$ cat src/rtl/spi_slave_rx.sv
// SPI mode-0 receive-only slave with address filtering and a 16-byte RX FIFO.
// All SPI pins are resampled into the Mclk domain; the frame FSM decodes the
// leading address byte and forwards the following data bytes into the FIFO.
module spi_slave_rx #(
    parameter logic [7:0] MY_ADDR    = 8'hA5,
    parameter int         FIFO_DEPTH = 16
) (
    input  logic                          Mclk,
    input  logic                          nReset,
    input  logic                          SPI_clk,
    input  logic                          SPI_CS,
    input  logic                          SPI_MOSI,
    input  logic                          Read_RQ,
    input  logic                          Clear_Flags,
    output logic [7:0]                    Data_Out,
    output logic                          Data_Available,
    output logic                          full,
    output logic [$clog2(FIFO_DEPTH):0]   usedw,
    output logic                          overrun,
    output logic                          frame_err
);

    localparam int             AW        = $clog2(FIFO_DEPTH);
    localparam logic [AW:0]    DEPTH_CNT = (AW+1)'(FIFO_DEPTH);

    typedef enum logic [1:0] {
        IDLE = 2'd0,
        ADDR = 2'd1,
        DATA = 2'd2,
        SKIP = 2'd3
    } state_t;

    // Synchronizer stages: _p0/_p1 form the 2-flop synchronizer, _p2 is the
    // delayed copy used only for edge detection.
    logic sclk_p0, sclk_p1, sclk_p2;
    logic cs_p0, cs_p1, cs_p2;
    logic mosi_p0, mosi_p1;

    // After reset the synchronizer still holds its forced idle values for two
    // cycles; a CS pin that is already low would look like a fresh falling
    // edge. The arm flag only lets a frame start once CS has been seen high.
    logic [1:0] warm;
    logic       armed;

    logic sclk_rise, cs_rise, cs_fall;

    state_t     state, state_nxt;
    logic [2:0] bitcnt, bitcnt_nxt;
    logic [7:0] shreg, shreg_nxt;
    logic       push_nxt;
    logic       ferr_set;

    // Byte-complete strobe; shreg holds the completed byte while it is high.
    logic       push_vld_p1;

    logic [7:0]    mem [FIFO_DEPTH];
    logic [AW-1:0] wr_ptr, rd_ptr;
    logic          pop, push_ok, ovr_set;

    // Resample the asynchronous SPI pins into the Mclk domain.
    always_ff @(posedge Mclk or posedge nReset) begin
        if (nReset) begin
            sclk_p0 <= 1'b0;
            sclk_p1 <= 1'b0;
            sclk_p2 <= 1'b0;
            cs_p0   <= 1'b1;
            cs_p1   <= 1'b1;
            cs_p2   <= 1'b1;
            mosi_p0 <= 1'b0;
            mosi_p1 <= 1'b0;
        end else begin
            sclk_p0 <= SPI_clk;
            sclk_p1 <= sclk_p0;
            sclk_p2 <= sclk_p1;
            cs_p0   <= SPI_CS;
            cs_p1   <= cs_p0;
            cs_p2   <= cs_p1;
            mosi_p0 <= SPI_MOSI;
            mosi_p1 <= mosi_p0;
        end
    end

    // Track synchronizer refill after reset and arm frame detection on CS high.
    always_ff @(posedge Mclk or posedge nReset) begin
        if (nReset) begin
            warm  <= 2'd0;
            armed <= 1'b0;
        end else begin
            if (warm != 2'd2)
                warm <= warm + 2'd1;
            if (warm == 2'd2 && cs_p1)
                armed <= 1'b1;
        end
    end

    assign sclk_rise = sclk_p1 & ~sclk_p2;
    assign cs_rise   = cs_p1 & ~cs_p2;
    assign cs_fall   = ~cs_p1 & cs_p2 & armed;

    // Frame FSM state, bit counter and shift register.
    always_ff @(posedge Mclk or posedge nReset) begin
        if (nReset) begin
            state       <= IDLE;
            bitcnt      <= 3'd0;
            shreg       <= 8'h00;
            push_vld_p1 <= 1'b0;
        end else begin
            state       <= state_nxt;
            bitcnt      <= bitcnt_nxt;
            shreg       <= shreg_nxt;
            push_vld_p1 <= push_nxt;
        end
    end

    // Next-state decode: frame start/stop, bit shifting and byte completion.
    always_comb begin
        state_nxt  = state;
        bitcnt_nxt = bitcnt;
        shreg_nxt  = shreg;
        push_nxt   = 1'b0;
        ferr_set   = 1'b0;
        case (state)
            IDLE: begin
                if (cs_fall) begin
                    state_nxt  = ADDR;
                    bitcnt_nxt = 3'd0;
                    shreg_nxt  = 8'h00;
                end
            end
            default: begin
                if (cs_rise) begin
                    state_nxt  = IDLE;
                    ferr_set   = (bitcnt != 3'd0);
                    bitcnt_nxt = 3'd0;
                end else if (sclk_rise && !cs_p1) begin
                    shreg_nxt  = {shreg[6:0], mosi_p1};
                    bitcnt_nxt = bitcnt + 3'd1;
                    if (bitcnt == 3'd7) begin
                        case (state)
                            ADDR:    state_nxt = (shreg_nxt == MY_ADDR) ? DATA : SKIP;
                            DATA:    push_nxt  = 1'b1;
                            default: ;
                        endcase
                    end
                end
            end
        endcase
    end

    assign pop     = Read_RQ & (usedw != '0);
    // A full FIFO still accepts the byte when a pop frees a slot this cycle.
    assign push_ok = push_vld_p1 & ((usedw != DEPTH_CNT) | Read_RQ);
    assign ovr_set = push_vld_p1 & ~push_ok;

    // FIFO storage; contents are qualified by usedw so they need no reset.
    always_ff @(posedge Mclk) begin
        if (push_ok)
            mem[wr_ptr] <= shreg;
    end

    // FIFO pointers and occupancy.
    always_ff @(posedge Mclk or posedge nReset) begin
        if (nReset) begin
            wr_ptr <= '0;
            rd_ptr <= '0;
            usedw  <= '0;
        end else begin
            if (push_ok)
                wr_ptr <= wr_ptr + AW'(1);
            if (pop)
                rd_ptr <= rd_ptr + AW'(1);
            case ({push_ok, pop})
                2'b10:   usedw <= usedw + (AW+1)'(1);
                2'b01:   usedw <= usedw - (AW+1)'(1);
                default: usedw <= usedw;
            endcase
        end
    end

    // Sticky error flags; a new error in the clearing cycle wins.
    always_ff @(posedge Mclk or posedge nReset) begin
        if (nReset) begin
            overrun   <= 1'b0;
            frame_err <= 1'b0;
        end else begin
            overrun   <= ovr_set  | (overrun   & ~Clear_Flags);
            frame_err <= ferr_set | (frame_err & ~Clear_Flags);
        end
    end

    assign Data_Available = (usedw != '0);
    assign full           = (usedw == DEPTH_CNT);
    assign Data_Out       = Data_Available ? mem[rd_ptr] : 8'h00;

endmodule

$ cat config.mk
export PLATFORM = sky130hd
export DESIGN_NAME = spi_slave_rx
export DESIGN_NICKNAME = d
export VERILOG_FILES = /design/src/rtl/spi_slave_rx.sv
export SDC_FILE = /design/constraint.sdc
export NUM_CORES = 1
export LEC_CHECK = 0
export CORE_AREA = 8 8 120 122
export CTS_CLUSTER_DIAMETER = 150
export DETAILED_ROUTE_END_ITERATION = 8
export DIE_AREA = 0 0 128 130
export MAX_ROUTING_LAYER = met4
export PLACE_DENSITY = 0.73
export SLEW_MARGIN = 20
export SYNTH_ARGS = -nofsm -noshare
export SYNTH_HDL_FRONTEND = slang
export SYNTH_SLANG_ARGS = --single-unit
$ cat constraint.sdc
create_clock -name Mclk -period 3.6 [get_ports Mclk]
set_input_delay 0.72 -clock Mclk [delete_from_list [all_inputs] [get_ports Mclk]]
set_output_delay 0.72 -clock Mclk [all_outputs]
set_load 0.1 [all_outputs]
Word level (Yosys, flattened, before mapping) --
Memory sizes are Yosys's and may differ from the RTL's. Cells that the tools add are included.
Word-level totals: register bits after elaboration 40, memory bits (writable) 128, bits of input ports 7, word-level logic and storage cells 95, memories 1
Operators by class: $add $sub $neg 6, equal/unequal tests 12, mux-type cells 26, bitwise gates (word level) 17, reduce and logical (&&, ||, !) cells 14
Memory list:
- mem | words 16, bits a word 8, rd ports 1, clocked after memory_dff 0, write ports 1, RTL line 56 | logic [7:0] mem [FIFO_DEPTH];
Operator list (count):
- 8-bit 2-to-1 mux | 5
- 2-bit 2-to-1 mux | 6
- 3-bit 2-to-1 mux | 4
- 3-bit nonzero test | 4
- 1-bit 2-to-1 mux | 10
- 5-bit case mux with 2 select lines | 1
- 1-bit bitwise AND | 9
- 4-bit by 1-bit adder with 4-bit output, second input constant | 2
- 8-bit == test, second input constant | 1
- 2-bit == test, second input constant | 3
- 5-bit by 1-bit adder with 5-bit output, second input constant | 1
- 5-bit == test, second input constant | 1
- 5-bit != test, second input constant | 1
- 1-bit inverter | 5
- 5-bit nonzero test | 1
- 5-bit by 1-bit subtractor with 5-bit output, second input constant | 1
- 2-bit by 1-bit == test with 1-bit output, second input constant | 2
- 2-bit != test, second input constant | 2
- 4-bit AND reduction | 1
- 2-bit nonzero test | 2
- 3-bit by 1-bit adder with 3-bit output, second input constant | 1
- 3-bit == test, second input constant | 1
- 1-bit OR | 3
- 3-bit AND reduction | 1
- other kinds (6) | 7

Longest topological paths before layout --
Gate-level depths: netlist (run 1).
word-level depth 7, mapped depth 12, mapped depth without buffers 10

Least setup slack after synthesis (run 1) --
OpenSTA, ideal clock, no wires.
path type register -> output, start point register usedw[2], end point output Data_Out[6], arrival time 3906 ps, data required time 2880 ps, setup slack -1026 ps, cell stages (with the launch flop) 6, buffers on the path 1, cells stage by stage dfrtp_1 buf_2 nor4_1 nand2_1 nand2_1 o22ai_1
Between the ends: word-level cells in the longest chain between the ends 2
RTL lines:
- start, declared | RTL line 18 | output logic [$clog2(FIFO_DEPTH):0] usedw,
- start signal, assigned | RTL line 173 | 2'b10: usedw <= usedw + (AW+1)'(1);
- start signal, assigned | RTL line 174 | 2'b01: usedw <= usedw - (AW+1)'(1);
- start signal, assigned | RTL line 175 | default: usedw <= usedw;
- 5-bit nonzero test | RTL line 191 | assign Data_Available = (usedw != '0);
- via Data_Available | RTL line 16 | output logic Data_Available,
- 8-bit 2-to-1 mux | RTL line 193 | assign Data_Out = Data_Available ? mem[rd_ptr] : 8'h00;
- end, declared | RTL line 15 | output logic [7:0] Data_Out,
The timed path passes the listed nets, and every way through them passes these cells.

Final worst setup path (run 1) --
start point register rd_ptr[0], end point output Data_Out[2]
Between the ends: word-level cells in the longest chain between the ends 2
RTL lines:
- start, declared | RTL line 57 | logic [AW-1:0] wr_ptr, rd_ptr;
- start signal, assigned | RTL line 171 | rd_ptr <= rd_ptr + AW'(1);
- memory read 16 x 8 bit
- 8-bit 2-to-1 mux | RTL line 193
No other way between the ends.

==> results.sh, run 1 <==
export IMPL_critPathMaxFanout=10
export IMPL_synthCells=364
export IMPL_cp_cell_sequence="buf_4, mux4_2, mux2i_1, o22ai_4, buf_12"
export IMPL_async_flop_share_pct=23.81
export IMPL_final_util_pct=64.99
export IMPL_synth_cell_type_count=44
export IMPL_whs_ns=0.3583
export IMPL_io_pins=24
export IMPL_grt_overflow=0
export IMPL_synth_seq_area_share_pct=71.68
export IMPL_relSlewSlack_pct=33.58
export IMPL_diodes=0
export IMPL_cts_made_buffers=17
export IMPL_clock_latency_ns=0.42
export IMPL_port_buffers=23
export IMPL_synth_edf_count=128
export IMPL_r2r_end="usedw[4]"
export IMPL_multi_input_area_sq_um=1916
export IMPL_cp_start_kind="flip-flop"
export IMPL_grt_pass1_wl_microns=19950
export IMPL_ant_nets=0
export IMPL_status="finished clean"
export IMPL_dp_slack_ns=0.5567
export IMPL_antenna_found_initial=0
export IMPL_regArea_sq_um=4855
export IMPL_skew_ns=0.007813
export IMPL_drt_wirelength_per_cell_microns=21.67
export IMPL_slowest_delay_ns=0.57
export IMPL_crit_start="rd_ptr[0]"
export IMPL_clock_root_buffer="clkbuf_16"
export IMPL_hold_viol=0
export IMPL_crit_end="Data_Out[2]"
export IMPL_die_h_microns=130
export IMPL_drt_iter0_markers=285
export IMPL_r2r_start="usedw[0]"
export IMPL_post_cts_setup_buffers=0
export IMPL_firstDrtPassIters=4
export IMPL_cts_sinks=168
export IMPL_ys_warn_count=0
export IMPL_cts_htree_levels=4
export IMPL_period_minus_slack_ns=3.247
export IMPL_dp_hpwl_microns=7971
export IMPL_irDropWorstVdd_mv=0.7179
export IMPL_stdcell_count=583
export IMPL_end_kind="output pin"
export IMPL_clkTransAtPathRegs_ns=0.06
export IMPL_place_area_sq_um=7398
export IMPL_core_sq_um=12410
export IMPL_fp_dieW_microns=128
export IMPL_routed_via_count=3324
export IMPL_slowest_stage="dfrtp_2"
export IMPL_crit_required_ns=2.88
export IMPL_drc=0
export IMPL_synth_nets=383
export IMPL_grt_pass1_vias=3537
export IMPL_p_leak_nw=2.726
export IMPL_ctsHoldBuffers=0
export IMPL_drv_slew=0
export IMPL_max_cap_viol_count=0
export IMPL_setup_ws_ns=0.3531
export IMPL_drive_gt1_share_pct=25.79
export IMPL_cts_resized_gates=0
export IMPL_setup_tns_ns=0
export IMPL_max_freq_mhz=308.0
export IMPL_cp_arrival_ns=2.53
export IMPL_worst_r2r_cell_count=10
export IMPL_die_area_sq_um=16640
export IMPL_power_density_nw_per_um2=830.5
export IMPL_synth_main_ff_cell="edfxtp_1"
export IMPL_stdcell_area_sq_um=8068
export IMPL_crit_family="multiplexers"
export IMPL_fin_crit_sh_pct=90.19
export IMPL_final_nets=417
export IMPL_synth_area_sq_um=6764
export IMPL_criticalPathCategory="reg2out"
export IMPL_worst_path_buf_inv=2
export IMPL_routed_wl_microns=12630
export IMPL_dp_cells=551
export IMPL_syn_area_per_cell_sq_um=18.58
export IMPL_gp_congestion=0.7197
export IMPL_grtUsageTotal_pct=16.92
export IMPL_area_growth_pct=19.27
export IMPL_grt_setup_unrepaired="false"
export IMPL_tritoncts="yes"
export IMPL_fp_row_count=41
export IMPL_synth_seq_cells=168
export IMPL_initial_utilization_pct=54.48
export IMPL_setup_viol=0
export IMPL_tightest_slew_ns=0.9931
export IMPL_vias_per_cell=5.702
export IMPL_cts_max_path_buffers=2
export IMPL_rrSetupSlack_ns=0.74
export IMPL_grt_start_max_net_pins=27
export IMPL_fillers=865
export IMPL_crit_cells=5
export IMPL_hp_class="reg2reg"
export IMPL_power_mw=6.700
cells in the final DEF, fill, tap and decap left out, types with 6 or more instances in the layout:
cell type	count
and2_1	17
a22o_1	10
dfrtp_1	32
buf_4	10
clkbuf_16	17
clkdlybuf4s50_1	12
xnor2_1	8
nand2_1	8
edfxtp_1	128
buf_12	9
mux2i_1	17
o22ai_4	8
bufinv_16	6
mux4_2	32
ha_1	12
nor2_1	6
inv_1	9
cells by family after synthesis:
kind of cell / synth area share (%)
flops: 71.68
simple gates: 4.939
mux: 13.67
compound gates: 4.143
buf+inv: 1.665
xor+xnor: 1.683
fa+ha+maj: 2.220
flip-flops by register name, summed over array words and instances, names as in the netlist, 2 cells and up:
signal and flops:
shreg 8, state 2, bitcnt 3, wr_ptr 4, warm 2, usedw 5, rd_ptr 4, mem 128
routing by layer:
layer	routed length, microns	part of all wire (%)	vias to the layer above	track usage, %
li1	-	-	1507	-
met2	6128	49	92	26.32
met3	647	5.1	9	3.876
met5	0	0	-	-
met1	5771	46	1716	21.94
met4	87	0.69	0	5.175
cell type report:
| class | count | share of cell area (%) |
|---|---|---|
| sequential | 168 | 60.17 |
| inverter | 10 | 0.4653 |
| timing repair buffer | 31 | 4.653 |
| clock buffer | 19 | 5.490 |
| multi-input combinational | 170 | 23.74 |
| clock inverter | 13 | 2.807 |
| tap | 172 | 2.667 |
worst min-delay path by stage:
stage / startpoint / endpoint / slack (ns) / cells past startpoint
5_1_grt: cs_p0 / cs_p1 / 0.36 / 0
2_1_floorplan: mosi_p0 / mosi_p1 / 0.33 / 0
6_report: cs_p0 / cs_p1 / 0.36 / 0
3_5_place_dp: cs_p0 / cs_p1 / 0.35 / 0
3_3_place_gp: sclk_p0 / sclk_p1 / 0.33 / 0
4_1_cts: cs_p0 / cs_p1 / 0.36 / 0
synth_stat cells, types with 4 or more instances:
| library cell | instances | area (sq um) |
|---|---|---|
| dfrtp_1 | 37 | 925.9 |
| o21ai_0 | 5 | 25.02 |
| inv_1 | 9 | 33.78 |
| mux4_2 | 32 | 720.7 |
| nand2_1 | 9 | 33.78 |
| ha_1 | 12 | 150.1 |
| clkbuf_1 | 6 | 22.52 |
| buf_2 | 6 | 30.03 |
| nor2b_1 | 4 | 25.02 |
| xor2_1 | 5 | 43.79 |
| mux2i_1 | 17 | 170.2 |
| xnor2_1 | 8 | 70.07 |
| a22o_1 | 10 | 87.58 |
| nor2_1 | 6 | 22.52 |
| and2_1 | 17 | 106.4 |
| edfxtp_1 | 128 | 3844 |
| o22ai_1 | 9 | 56.30 |
power by group:
part / internal [mW] / switching [mW] / leakage (nW)
Combinational: 0.875 / 1.42 / 0.866
Sequential: 2.20 / 0.180 / 1.54
Clock: 1.32 / 0.709 / 0.321
Total: 4.39 / 2.31 / 2.73
worst register-to-register path: cells and delay by family (launching register included):
family | cells | cell delay (ns)
flip-flops | 1 | 0.45
AND/OR/NAND/NOR | 2 | 0.73
XOR/XNOR | 2 | 0.32
AO/OA/AOI/OAI | 3 | 0.61
adder cells (fa/ha/maj) | 2 | 0.55
buffers and inverters | 1 | 0.10
Power figures use the tool's default switching activity.
==> inputs of run 2 (changes only) <==
--- a/config.mk
+++ b/config.mk
@@ -5,12 +5,15 @@
 export SDC_FILE = /design/constraint.sdc
 export NUM_CORES = 1
 export LEC_CHECK = 0
+export ABC_CLOCK_PERIOD_IN_PS = 3600
+export CAP_MARGIN = 20
 export CORE_AREA = 8 8 120 122
 export CTS_CLUSTER_DIAMETER = 150
 export DETAILED_ROUTE_END_ITERATION = 8
 export DIE_AREA = 0 0 128 130
 export MAX_ROUTING_LAYER = met4
 export PLACE_DENSITY = 0.73
+export SKIP_CTS_REPAIR_TIMING = 1
 export SLEW_MARGIN = 20
 export SYNTH_ARGS = -nofsm -noshare
 export SYNTH_HDL_FRONTEND = slang
==> results of run 2 <==
Final layout, timing and power as in run 1 (identical DEF).
==> inputs of run 3 (changes only) <==
--- a/config.mk
+++ b/config.mk
@@ -8,7 +8,7 @@
 export ABC_CLOCK_PERIOD_IN_PS = 3600
 export CAP_MARGIN = 20
 export CORE_AREA = 8 8 120 122
-export CTS_CLUSTER_DIAMETER = 150
+export CTS_CLUSTER_DIAMETER = 60
 export DETAILED_ROUTE_END_ITERATION = 8
 export DIE_AREA = 0 0 128 130
 export MAX_ROUTING_LAYER = met4
==> results of run 3 <==
Final layout, timing and power as in run 1 (identical DEF).
